`src/rtl/truth_table_pkg.sv`:
```
// Shared definitions for the truth-table sweeper: FSM encoding and settle timing.
package truth_table_pkg;

    typedef enum logic [1:0] {
        ST_IDLE  = 2'd0,
        ST_APPLY = 2'd1,
        ST_CHECK = 2'd2,
        ST_DONE  = 2'd3
    } state_t;

    // Cycles a vector is held before its results are sampled.
    localparam int unsigned SETTLE_CYCLES = 1;

endpackage

```
`src/rtl/mismatch_tracker.sv`:
```
// Accumulates mismatch statistics for one sweep: count plus first failing vector.
module mismatch_tracker #(
    parameter int unsigned N = 2
) (
    input  logic         clk,
    input  logic         reset,
    input  logic         clear,
    input  logic         check,
    input  logic         mismatch,
    input  logic [N-1:0] vec,
    output logic [N:0]   mm_count,
    output logic [N-1:0] first_fail,
    output logic         first_fail_valid
);

    always_ff @(posedge clk or posedge reset) begin
        if (reset) begin
            mm_count         <= '0;
            first_fail       <= '0;
            first_fail_valid <= 1'b0;
        end else if (clear) begin
            mm_count         <= '0;
            first_fail       <= '0;
            first_fail_valid <= 1'b0;
        end else if (check && mismatch) begin
            // N+1 bits hold all 2^N mismatches, so no saturation is needed
            mm_count <= mm_count + (N+1)'(1);
            if (!first_fail_valid) begin
                first_fail       <= vec;
                first_fail_valid <= 1'b1;
            end
        end
    end

endmodule

```
`src/rtl/truth_table_sweeper.sv`:
```
// Drives every N-bit vector into two implementations of one function and
// reports whether their outputs agree on all of them.
module truth_table_sweeper
    import truth_table_pkg::*;
#(
    parameter int unsigned N = 2
) (
    input  logic         clk,
    input  logic         reset,
    input  logic         start,
    output logic [N-1:0] vec,
    input  logic         res_gate,
    input  logic         res_expr,
    output logic         busy,
    output logic         done,
    output logic         pass,
    output logic [N:0]   mm_count,
    output logic [N-1:0] first_fail,
    output logic         first_fail_valid
);

    state_t state;
    logic   accept;
    logic   last_vec;

    assign accept   = start && ((state == ST_IDLE) || (state == ST_DONE));
    assign last_vec = (vec == {N{1'b1}});

    // Sequencer: APPLY holds vec for settling, CHECK samples and advances.
    always_ff @(posedge clk or posedge reset) begin
        if (reset) begin
            state <= ST_IDLE;
            vec   <= '0;
        end else begin
            case (state)
                ST_IDLE, ST_DONE: begin
                    if (start) begin
                        state <= ST_APPLY;
                        vec   <= '0;
                    end
                end
                ST_APPLY: state <= ST_CHECK;
                ST_CHECK: begin
                    if (last_vec) begin
                        state <= ST_DONE;
                    end else begin
                        state <= ST_APPLY;
                        vec   <= vec + N'(1);
                    end
                end
                default: state <= ST_IDLE;
            endcase
        end
    end

    // Status is decoded from registered state only; res_* never reach outputs.
    assign busy = (state == ST_APPLY) || (state == ST_CHECK);
    assign done = (state == ST_DONE);
    assign pass = done && (mm_count == '0);

    mismatch_tracker #(.N(N)) u_tracker (
        .clk              (clk),
        .reset            (reset),
        .clear            (accept),
        .check            (state == ST_CHECK),
        .mismatch         (res_gate ^ res_expr),
        .vec              (vec),
        .mm_count         (mm_count),
        .first_fail       (first_fail),
        .first_fail_valid (first_fail_valid)
    );

endmodule

```
`config.mk`:
```
export PLATFORM = sky130hd
export DESIGN_NAME = truth_table_sweeper
export DESIGN_NICKNAME = d
export VERILOG_FILES = /design/src/rtl/truth_table_pkg.sv /design/src/rtl/mismatch_tracker.sv /design/src/rtl/truth_table_sweeper.sv
export SDC_FILE = /design/constraint.sdc
export NUM_CORES = 1
export LEC_CHECK = 0
export ABC_AREA = 1
export BUFFER_PORTS_ARGS = -buffer_cell sky130_fd_sc_hd__buf_4
export CAP_MARGIN = 20
export CORE_ASPECT_RATIO = 1.1
export CORE_UTILIZATION = 33
export DETAILED_ROUTE_END_ITERATION = 6
export SLEW_MARGIN = 20
export SYNTH_ARGS = -nofsm -noshare
export SYNTH_HDL_FRONTEND = slang
export SYNTH_SLANG_ARGS = --single-unit
```
`constraint.sdc`:
```
create_clock -name clk -period 3.9 [get_ports clk]
set_clock_uncertainty 0.05 [all_clocks]
set_input_delay 0.195 -clock clk [delete_from_list [all_inputs] [get_ports clk]]
set_output_delay 0.195 -clock clk [all_outputs]
set_load 0.05 [all_outputs]
```
# After elaboration in Yosys (flattened, before gate mapping)
# Index checks and enable logic that the tools add are counted.
classes:
  addsub: 2
  eq_ne: 7
  muxes: 13
  bitwise: 1
  reduce_logical: 12
op_table:
  columns: ["cell", "n"]
  rows:
  - ["2-bit two-way mux", 7]
  - ["2-bit == test (second input constant)", 3]
  - ["3-bit two-way mux", 2]
  - ["2-bit != test (second input constant)", 3]
  - ["2-bit one-hot mux with 3 select lines", 1]
  - ["2-bit one-hot mux with 2 select lines", 1]
  - ["2-bit nonzero test", 2]
  - ["3-bit by 1-bit adder with 3-bit output (second input constant)", 1]
  - ["1-bit logical AND", 3]
  - ["3-bit zero test", 1]
  - ["3-bit AND reduction", 1]
  - ["2-bit by 1-bit adder with 2-bit output (second input constant)", 1]
  - ["2-bit by 1-bit == test with 1-bit output (second input constant)", 1]
  - ["2-bit zero test", 1]
  - ["1-bit logical OR", 2]
  - ["1-bit two-way mux", 2]
  - ["2-bit AND reduction", 1]
  - ["2-bit OR reduction", 1]
  - ["1-bit XOR", 1]
totals:
  register_bits: 10
  in_bits: 5
  out_inout_bits: 11
  elab_cells: 40

# Longest topological paths before layout
# Gate-level depths: netlist of run 1.
depth:
  depth_word: 5
  depth_mapped: 8
  ltp_nobuf: 8

# Modules after synthesis
# Synthesis of run 1 repeated with hierarchy kept, for this count alone.
unflattened:
  hier_cells: 79
  hier_area_um2: 590.6
by_module_without_submodules:
  columns: ["mod", "instances", "cells_each", "area_each_um2", "seq_area_each_um2"]
  rows:
  - ["truth_table_sweeper", 1, 44, 307.8, 100.1]
  - ["mismatch_tracker", 1, 35, 282.8, 150.1]

# Worst setup path after synthesis of run 1
# OpenSTA, ideal clock, no wires.
synth_timing:
  kind: "flip-flop to output port"
  start: "reg state[0]"
  end: "out pass"
  arrival_ns: 1.609
  required_ns: 3.655
  path_slack_ns: 2.046
  stages_incl_launch_ff: 4
  path_buffers: 0
  path_cell_list: "dfrtp_1 > ha_1 > nand2_1 > nor2_1"
synth_via:
  elab_chain_len: 2
synth_rtl:
  columns: ["item", "line", "text"]
  rows:
  - ["from (decl)", "truth_table_sweeper.sv:22", "state_t state;"]
  - ["from (signal assigned)", "truth_table_sweeper.sv:32", "state <= ST_IDLE;"]
  - ["from (signal assigned)", "truth_table_sweeper.sv:38", "state <= ST_APPLY;"]
  - ["from (signal assigned)", "truth_table_sweeper.sv:42", "ST_APPLY: state <= ST_CHECK;"]
  - ["2-bit == test", "truth_table_sweeper.sv:58", "assign done = (state == ST_DONE);"]
  - ["named net done", "truth_table_sweeper.sv:15", "output logic done,"]
  - ["1-bit logical AND", "truth_table_sweeper.sv:59", "assign pass = done && (mm_count == '0);"]
  - ["to (decl)", "truth_table_sweeper.sv:16", "output logic pass,"]
# The timed path passes the listed nets, and every way through them passes these cells.

# Worst setup path in the final report of run 1
layout_timing:
  start: "reg state[0]"
  end: "out busy"
layout_via:
  elab_chain_len: 2
  elab_cells_between_ends: 3
  cone_classes: "eq/ne (2); reduce/logical (1)"
layout_rtl:
  columns: ["item", "line", "text"]
  rows:
  - ["2-bit by 1-bit == test with 1-bit output / 2-bit == test (equally long branches)", "truth_table_sweeper.sv:57", "assign busy = (state == ST_APPLY) || (state == ST_CHECK);"]
  - ["1-bit logical OR *", "truth_table_sweeper.sv:57", null]
  - ["to (decl)", "truth_table_sweeper.sv:14", "output logic busy,"]
# Every way passes the cells marked *; elsewhere a longest branch is shown, timed or not.

==> metrics, run 1 <==
Pwr per Cell Area=728.4 nW/um^2; Core Box Area=1595 um^2; Synth top cells by count=nand2_1 (16), dfrtp_1 (10), inv_1 (8), nand3_1 (8), ha_1 (6); Buffers on Ports=15; vias in the first global route=439; design area=728.2 um^2; slew margin rel.=72.50%; Crit Path Max Fanout=4; synth top area cells=dfrtp_1 (43%), ha_1 (13%), nand2_1 (10%); Syn-to-layout area delta=26.25%; Mapped Area=576.8 um^2; fillcell total=170; chip width=41.86 um; Buf/Inv on CP=3; post-synth cell types=16; status=finished clean; vias per cell=4.686; level count of the clock H-tree=1; CTS tree=yes; WL final=1029 um; # setup viols final=0; IO Count=16; total CTS buffers=3; Syn Nets=79; WP data required=3.65 ns; Worst R2R Start=state[0]; Worst Hold Launch=start; total gr overflow=0; Cells after Synth=68; Final Hold Vio Count=0; f_max=0.6468 GHz; DRT antenna net count=0; Least-Margin Pin Slew=0.4120 ns; Die Area=1919 um^2; clock period minus worst slack=1.546 ns; critical path's slowest cell=dfrtp_1; #FFs+latches synth=10; aggregate global-route resource usage=12.01%; CP startpoint kind=flip-flop; most frequent cell after synthesis=nand2_1; CP top delay family=flip-flops; Critical Path End Type=primary output; hold_ws=0.1830 ns; leakage=0.4048 nW; Post-synth EDFFs=0; RSZ-0062 raised after global routing=no; Hold Path Class=in2reg; # DRC=0; non-filler cells in the finished layout=102; initial antenna violation count=0; clock latency at the later pin of the worst-skew pair=0.25 ns; CP arrival=1.30 ns; clk buf depth=2; DR iter-0 viols=4; Placed Instances=98; Crit. Startpoint=state[0]; RePlAce Congestion=0.6600; Starting Density=36.16%; sequential area share after synthesis=43.38%; final max-slew violation count=0; DPL Wire Length=841.1 um; YS warnings=0; Most used DFF post-synth=dfrtp_1; Resized Gates After CTS=0; Final Net Count=98; max-cap viol count=0; CTS Sinks=10; Setup CP Type=reg2out; syn avg cell area=8.482 um^2; fin crit share=39.64%; postcts setup bufs=0; DRT Pass-1 Iters=4; Antenna diodes=0; layout cell share with drive strength beyond 1=24.71%; global-route wire length before repair=1697 um; placed inst area=695.7 um^2; largest net degree at the start of global routing=12; Vias=478; Hold-fix buffers, CTS=1; root buf cell=clkbuf_4; Post-Route Setup TNS=0 ns; async set-reset flop share out of synthesis=100.0%; die height=45.85 um; per-cell routed wire length=10.09 um; Synth top area share=43.38%; # rows=15; Worst-path clk slew=0.06 ns; cell taking the most area after synthesis=dfrtp_1; CP cell instances=inv_1 > ha_1 > inv_2 > buf_4; Max VDD drop=425.4 uV; slowest stage delay, CP=0.39 ns
cell usage in the layout, fill, tap and decap left out:
| cell type | instances |
|---|---|
| dfrtp_1 | 10 |
| a21boi_0 | 1 |
| nand3_1 | 8 |
| nand4_1 | 3 |
| ha_1 | 6 |
| nor2_4 | 1 |
| buf_4 | 15 |
| dlygate4sd3_1 | 1 |
| inv_1 | 8 |
| xor2_1 | 1 |
| nor2_1 | 3 |
| nand2_1 | 16 |
| clkbuf_4 | 3 |
| o22ai_1 | 1 |
| inv_2 | 1 |
| a21oi_1 | 2 |
| o21ai_0 | 4 |
| or2_4 | 1 |
state kept, by name (all words and copies together), names as in the netlist:
name and count:
vec 2, state 2, u_tracker.mm_count 3, u_tracker.first_fail 2
u_tracker.first_fail_valid 1
layout make-up:
| class | instances | area, um^2 | share of cell area [%] |
|---|---|---|---|
| inverter | 9 | 33.78 | 4.639 |
| timing repair buffer | 16 | 122.6 | 16.84 |
| clock buffer | 3 | 22.52 | 3.093 |
| tap | 17 | 21.27 | 2.921 |
| sequential | 10 | 250.2 | 34.36 |
| multi-input combinational | 47 | 277.8 | 38.14 |
worst register-to-register path: stages (launching register included):
cell and delay (ns):
dfrtp_1 0.39, inv_1 0.06, ha_1 0.32, nand2_1 0.21, nand2_1 0.15, nand2_1 0.08
nand2_1 0.06, o21ai_0 0.08
cells by family (layout without fill, tap and decap cells):
group	Yosys count	after routing	synth area share, %
DFF	10	10	43.38
adders and majority gates	6	6	13.01
AOI/OAI and AO/OA	8	8	7.594
and+or+nand+nor	32	32	26.03
buffers and inverters	11	28	8.459
xor gates and xnor gates	1	1	1.519
routing by layer:
layer  up-vias  share of wire [%]  global-route usage (%)
met5         -                  0                       0
met4         0                  0                   9.677
met3         0                2.4                   1.190
met2         7                 51                   19.38
met1       214                 46                   14.81
li1        257                  -                       -
through the flow:
stage | total power [mW] | worst slack [ns] | utilization [%]
after detailed placement | 0.4702 | 2.386 | 43.61
after global routing | 0.5739 | 2.217 | 45.65
after global placement | 0.4677 | 2.421 | 43.61
final | 0.5304 | 2.354 | 45.65
after floorplan | 0.3982 | 2.046 | -
after CTS | 0.5391 | 2.333 | 45.65
power breakdown:
part / total, mW / internal, mW / switching, mW / leakage (nW)
sequential: 0.150 / 0.129 / 0.0211 / 0.134
combinational: 0.316 / 0.0976 / 0.218 / 0.257
clock: 0.0645 / 0.0353 / 0.0292 / 0.0138
worst paths after layout:
path	cells after the start	endpoint	slack, ns
max	4	busy	2.35
min	3	state[0]	0.18
max reg2reg	7	vec[1]	2.38
min reg2reg	2	u_tracker.first_fail[1]	0.46
max in group asynchronous	3	u_tracker.mm_count[1]	3.07
min in group asynchronous	3	vec[0]	0.44
Note: power is estimated with default switching activity, not from simulation.
==> run 2, diff against run 1 <==
==> constraint.sdc (replaced) <==
create_clock -name clk -period 1.3 [get_ports clk]
set_clock_uncertainty 0.05 [all_clocks]
set_input_delay 0.065 -clock clk [delete_from_list [all_inputs] [get_ports clk]]
set_output_delay 0.065 -clock clk [all_outputs]
set_load 0.05 [all_outputs]
==> run 2 against run 1 <==
  * The flow now finishes with violations (negative setup slack)
  * Clock-buffer cell count increased by 1
  * Routed wire length increased by 14%
  * First-iteration DRC count up 100%
  * Clock power rose to 4.3 times the previous value
  * Combinational power grew to 4.6 times the previous value
  * Sequential cell count did not move
==> metrics, run 2 (same netlist as run 1, synthesis figures left out) <==
worst path setup slack after routing=-0.05805 ns (-2.412 ns); max reg flops=3 (unchanged); global-route wire length before repair=1904 um (+12%); RSZ-0062 raised after global routing=yes; final max-slew violation count=0 (unchanged); # rows=15 (unchanged); DPL Wire Length=848.9 um (+0.93%); critical path depth=6 (+2); Max VDD drop=1576 uV (+270%); Critical Path End Type=flip-flop; clock latency at the later pin of the worst-skew pair=0.26 ns (about the same); status=complete, but fails checks; CP arrival=1.46 ns (+0.16 ns); slowest stage delay, CP=0.39 ns (about the same); per-cell routed wire length=10.56 um (+4.7%); vias in the first global route=465 (+5.9%); root buf cell=clkbuf_4; vias per cell=4.928 (+5.2%); Worst Setup EP=state[0]; CP cell instances=buf_6 > ha_4 > inv_6 > or2_4 > nor2_4 > a21oi_2; violated checks=negative setup slack; Syn-to-layout area delta=56.40%; Crit. Startpoint=state[1]; die height=45.85 um (unchanged); clock period minus worst slack=1.358 ns; largest net degree at the start of global routing=11 (-1); Core Box Area=1595 um^2 (unchanged); DRT Pass-1 Iters=3 (-1); Final Net Count=106 (+8.2%); WL final=1172 um (+14%); Buf/Inv on CP=2 (-1); non-filler cells in the finished layout=111 (+8.8%); Post-Route Setup TNS=-0.1940 ns (-0.1940 ns); layout cell share with drive strength beyond 1=48.94% (+24 points); Least-Margin Pin Slew=0.3821 ns (-0.02990 ns); Starting Density=36.16% (unchanged); Worst R2R Start=state[1]; WP data required=1.40 ns (-2.25 ns); slew margin rel.=74.50% (+2.0 points); commonest cells after routing, fill and taps aside=buf_4 (17), nand2_1 (12), nand3_1 (8); DR iter-0 viols=8 (+4); Vias=547 (+14%); clk buf depth=2 (unchanged); RePlAce Congestion=0.7035 (+6.6%); Buffers on Ports=15 (unchanged); # setup viols final=7 (+7); R2R cell count=6 (-1); chip width=41.86 um (unchanged); leakage=0.4550 nW (+12%); Final Hold Vio Count=0 (unchanged); Antenna diodes=0 (unchanged); reg2reg end=state[0]; Placed Instances=101 (+3.1%); total gr overflow=0 (unchanged); Crit Path Max Fanout=3 (-1); critical path's slowest cell=dfrtp_1; CP startpoint kind=flip-flop; CTS Sinks=10 (unchanged); Worst-path clk slew=0.06 ns (about the same); CTS tree=yes; Pwr per Cell Area=2425 nW/um^2 (+230%); initial antenna violation count=0 (unchanged); CP top delay family=flip-flops; # DRC=0 (unchanged); total CTS buffers=3 (unchanged); Setup CP Type=reg2reg; level count of the clock H-tree=1 (unchanged); DRT antenna net count=0 (unchanged); IO Count=16 (unchanged); max-cap viol count=0 (unchanged); commonest non-fill, non-tap cell in the layout=buf_4; f_max=0.7364 GHz; R2R setup slack=-0.06 ns (-2.44 ns); fin crit share=104.5%; Hold Path Class=in2reg; Die Area=1919 um^2 (unchanged); largest reg by FF count=u_tracker.mm_count; aggregate global-route resource usage=13.42% (+1.4 points)
-- run 2: worst register-to-register path: cells and delay by family (launching register included) --
kind	cells	cell delay, ns
DFF	1	0.39
and+or+nand+nor	2	0.33
adders and majority gates	1	0.28
buffers and inverters	2	0.16
AOI/OAI and AO/OA	1	0.03
-- run 2: power by group --
group	total [mW]	switching [mW]	leakage (nW)	internal (mW)
clock	0.279	0.109	0.0210	0.170
sequential	0.447	0.0569	0.129	0.390
combinational	1.46	0.840	0.305	0.622
total	2.19	1.01	0.455	1.18
-- run 2: worst min path at each step --
stage / from / to / slack, ns / cells after the start
2_1_floorplan: reset / state[0] / -0.15 / 1
3_3_place_gp: reset / vec[1] / 0.02 / 2
3_5_place_dp: reset / vec[1] / 0.02 / 2
4_1_cts: start / state[1] / 0.05 / 3
5_1_grt: start / state[0] / 0.08 / 3
6_report: start / state[0] / 0.07 / 3
-- run 2: through the flow --
step | total power, mW | area [um^2] | setup slack [ns] | util (%) | hold WS [ns]
2_1_floorplan | 1.304 | 608.1 | -0.0006096 | - | -0.1450
3_5_place_dp | 1.586 | 749.5 | 0.03428 | 46.98 | 0.02186
3_3_place_gp | 1.578 | 749.5 | 0.05669 | 46.98 | 0.02461
6_report | 2.187 | 902.1 | -0.05805 | 56.55 | 0.06992
4_1_cts | 2.028 | 842.1 | -0.05359 | 52.78 | 0.04566
5_1_grt | 2.328 | 902.1 | -0.08877 | 56.55 | 0.07665
-- run 2: what timing repair did --
item,in CTS,in global routing
setup buffers,1,3
hold buffers,1,0
resized for setup,11,11
pin swaps,3,5
endpoints found under the setup margin,2,12
hold endpoints to repair,10,0
cloned,0,1
-- run 2: final cells by class --
| type | count | area (um^2) |
|---|---|---|
| clock buffers | 4 | 36.28 |
| fillers | 152 | 693.2 |
| inverters | 9 | 38.79 |
| multi-input cells | 47 | 349.1 |
| flip-flops and latches | 10 | 254.0 |
| well taps | 17 | 21.27 |
| repair buffers | 24 | 202.7 |
-- run 2: routing by layer --
| layer | up-vias | wire length (um) | global-route usage (%) | part of all wire [%] |
|---|---|---|---|---|
| li1 | 276 | - | - | - |
| met1 | 258 | 471 | 16.91 | 40 |
| met2 | 13 | 639 | 21.88 | 55 |
| met3 | 0 | 61 | 5.952 | 5.2 |
| met4 | 0 | 0 | 1.935 | 0 |
| met5 | - | 0 | 0 | 0 |
==> run 3, diff against run 2 <==
==> constraint.sdc (replaced) <==
create_clock -name clk -period 1.3 [get_ports clk]
set_clock_uncertainty 0.05 [all_clocks]
set_input_delay 0 -clock clk [delete_from_list [all_inputs] [get_ports clk]]
set_output_delay 0 -clock clk [all_outputs]
set_load 0.05 [all_outputs]
==> run 3 against run 2 <==
  * The run now ends clean
  * Fmax grew 5.8%
  * Power shrank 8.2%
  * Clock power shrank 19%
  * First-iteration DRC count shrank 63%
  * Sequential power grew 1%
  * Routed wire length grew 0.43%
  * Sequential share of layout area grew 1.5 points
  * Non-clock buffer count shrank 3
  * Register-to-register slack gained 0.07 ns
  * Critical path type is now reg2out
  * Largest cell class unchanged
  * Largest power group unchanged
  * Highest routed layer is now met4
==> metrics, run 3 (same netlist as run 1, synthesis figures left out) <==
root buf cell=clkbuf_4; Critical Path End Type=primary output; Worst path most repeated cell=buf_6; RSZ-0062 raised after global routing=yes; initial antenna violation count=0 (unchanged); chip width=41.86 um (unchanged); routed wl met2=625 um (-2.2%); Buf/Inv on CP=2 (unchanged); clock latency at the later pin of the worst-skew pair=0.26 ns (about the same); commonest non-fill, non-tap cell in the layout=buf_4; WP data required=1.25 ns (-0.15 ns); design area=855.8 um^2 (-5.1%); Max VDD drop=1302 uV (-17%); Pwr Total=2.008 mW (-8.2%); CTS tree=yes; Starting Density=36.16% (unchanged); aggregate global-route resource usage=13.29% (-0.13 points); R2R setup slack=0.02 ns (+0.07 ns); Setup CP Type=reg2out; clk buf depth=2 (unchanged); Core Box Area=1595 um^2 (unchanged); IO Count=16 (unchanged); Buffers on Ports=15 (unchanged); met3 routed WL=33 um (-46%); total gr overflow=0 (unchanged); clock period minus worst slack=1.284 ns (-0.07388 ns); Syn-to-layout area delta=48.37%; # DRC=0 (unchanged); slew margin rel.=74.06% (-0.44 points); placed inst area=752.0 um^2 (+0.33%); status=finished clean; CTS Sinks=10 (unchanged); # rows=15 (unchanged); global-route wire length before repair=1856 um (-2.5%); Antenna diodes=0 (unchanged); final max-slew violation count=0 (unchanged); slowest stage delay, CP=0.42 ns (+0.03 ns); Hold Path Class=in2reg; DRT antenna net count=0 (unchanged); Top Metal Used=met4; level count of the clock H-tree=1 (unchanged); DRT Pass-1 Iters=4 (+1); commonest cells after routing, fill and taps aside=buf_4 (16), nand2_1 (11), nand3_1 (8); RePlAce Congestion=0.7211 (+2.5%); Final Hold Vio Count=0 (unchanged); vias in the first global route=459 (-1.3%); Metal-1 WL=502 um (+6.6%); per-cell routed wire length=10.90 um (+3.2%); f_max=0.7787 GHz (+5.8%); CP startpoint kind=flip-flop; die height=45.85 um (unchanged); DPL Wire Length=870 um (+2.5%); CP cell instances=buf_6 > ha_4 > nand2_4 > nor2_4 > buf_6; Least-Margin Pin Slew=0.3887 ns (+0.006563 ns); Pwr per Cell Area=2346 nW/um^2 (-3.3%); vias per cell=4.778 (-3.0%); max-cap viol count=0 (unchanged); total CTS buffers=3 (unchanged); # setup viols final=0 (-7); fin crit share=98.78% (-5.7 points); max reg flops=3 (unchanged); layout cell share with drive strength beyond 1=48.35% (-0.58 points); Die Area=1919 um^2 (unchanged); Final Net Count=103 (-2.8%); CP top delay family=flip-flops; largest net degree at the start of global routing=11 (unchanged); largest reg by FF count=u_tracker.mm_count; DR iter-0 viols=3 (-5); critical path's slowest cell=dfrtp_1; Worst-path clk slew=0.07 ns (about the same); WL final=1177 um (+0.43%); Crit Path Max Fanout=2 (-1); leakage=0.4292 nW (-5.7%); CP arrival=1.23 ns (-0.23 ns); Vias=516 (-5.7%)
## run 3: cell types whose count changed in the layout (fill, tap and decap cells not counted), sizes merged
cell | previous run | this run
buf | 23 | 19
dlygate4sd3 | 1 | 2
## run 3: per-stage QoR
| step | utilization, % | std cells | hold slack (ns) | TNS [ns] | setup slack (ns) |
|---|---|---|---|---|---|
| global route | 53.65 | 108 | 0.1494 | -0.1729 | -0.04157 |
| floorplan | - | 68 | -0.2100 | -0.002136 | -0.002136 |
| CTS | 51.76 | 108 | 0.1083 | -0.004766 | -0.004766 |
| detailed placement | 47.14 | 101 | -0.03192 | 0 | 0.007424 |
| finish | 53.65 | 108 | 0.1308 | 0 | 0.01584 |
| global placement | 47.14 | 101 | -0.04156 | 0 | 0.04393 |
## run 3: final cells by class
cell class              count  area, um^2
repair buffers             21       173.9
well taps                  17       21.27
multi-input cells          47       339.1
fillers                   155       739.5
clock buffers               4       26.28
inverters                   9       41.29
flip-flops and latches     10       254.0
## run 3: final timing paths
path / cells after the start / end / startpoint
max in group asynchronous: 3 / vec[0] / reset
max: 5 / pass / state[1]
min: 5 / u_tracker.first_fail[0] / res_expr
min in group asynchronous: 3 / state[0] / reset
min reg2reg: 2 / u_tracker.first_fail[0] / u_tracker.first_fail[0]
max reg2reg: 5 / state[0] / state[1]
## run 3: report_power, final
group	internal (mW)	switching [mW]	total (mW)	leakage, nW
combinational	0.517	0.812	1.33	0.285
clock	0.119	0.108	0.226	0.0150
sequential	0.390	0.0621	0.452	0.129
## run 3: worst min-delay path: cells and delay by family
kind	cells	cell delay [ns]
buffers and inverters	1	0.09
AND/OR/NAND/NOR	4	0.32
## run 3: repair_timing
action                                  in CTS  in global routing
setup buffers                                1                  0
endpoints found under the setup margin       2                 11
pin swaps                                    1                  4
hold endpoints to repair                    12                  0
gates cloned                                 0                  0
hold buffers                                 2                  0
gates resized for setup                      5                 14
## run 3: per-layer routing
layer / GRT usage (%) / vias to the layer above
li1: - / 267
met1: 15.78 / 234
met2: 21.88 / 13
met3: 1.190 / 2
met4: 11.61 / 0
met5: 0 / -
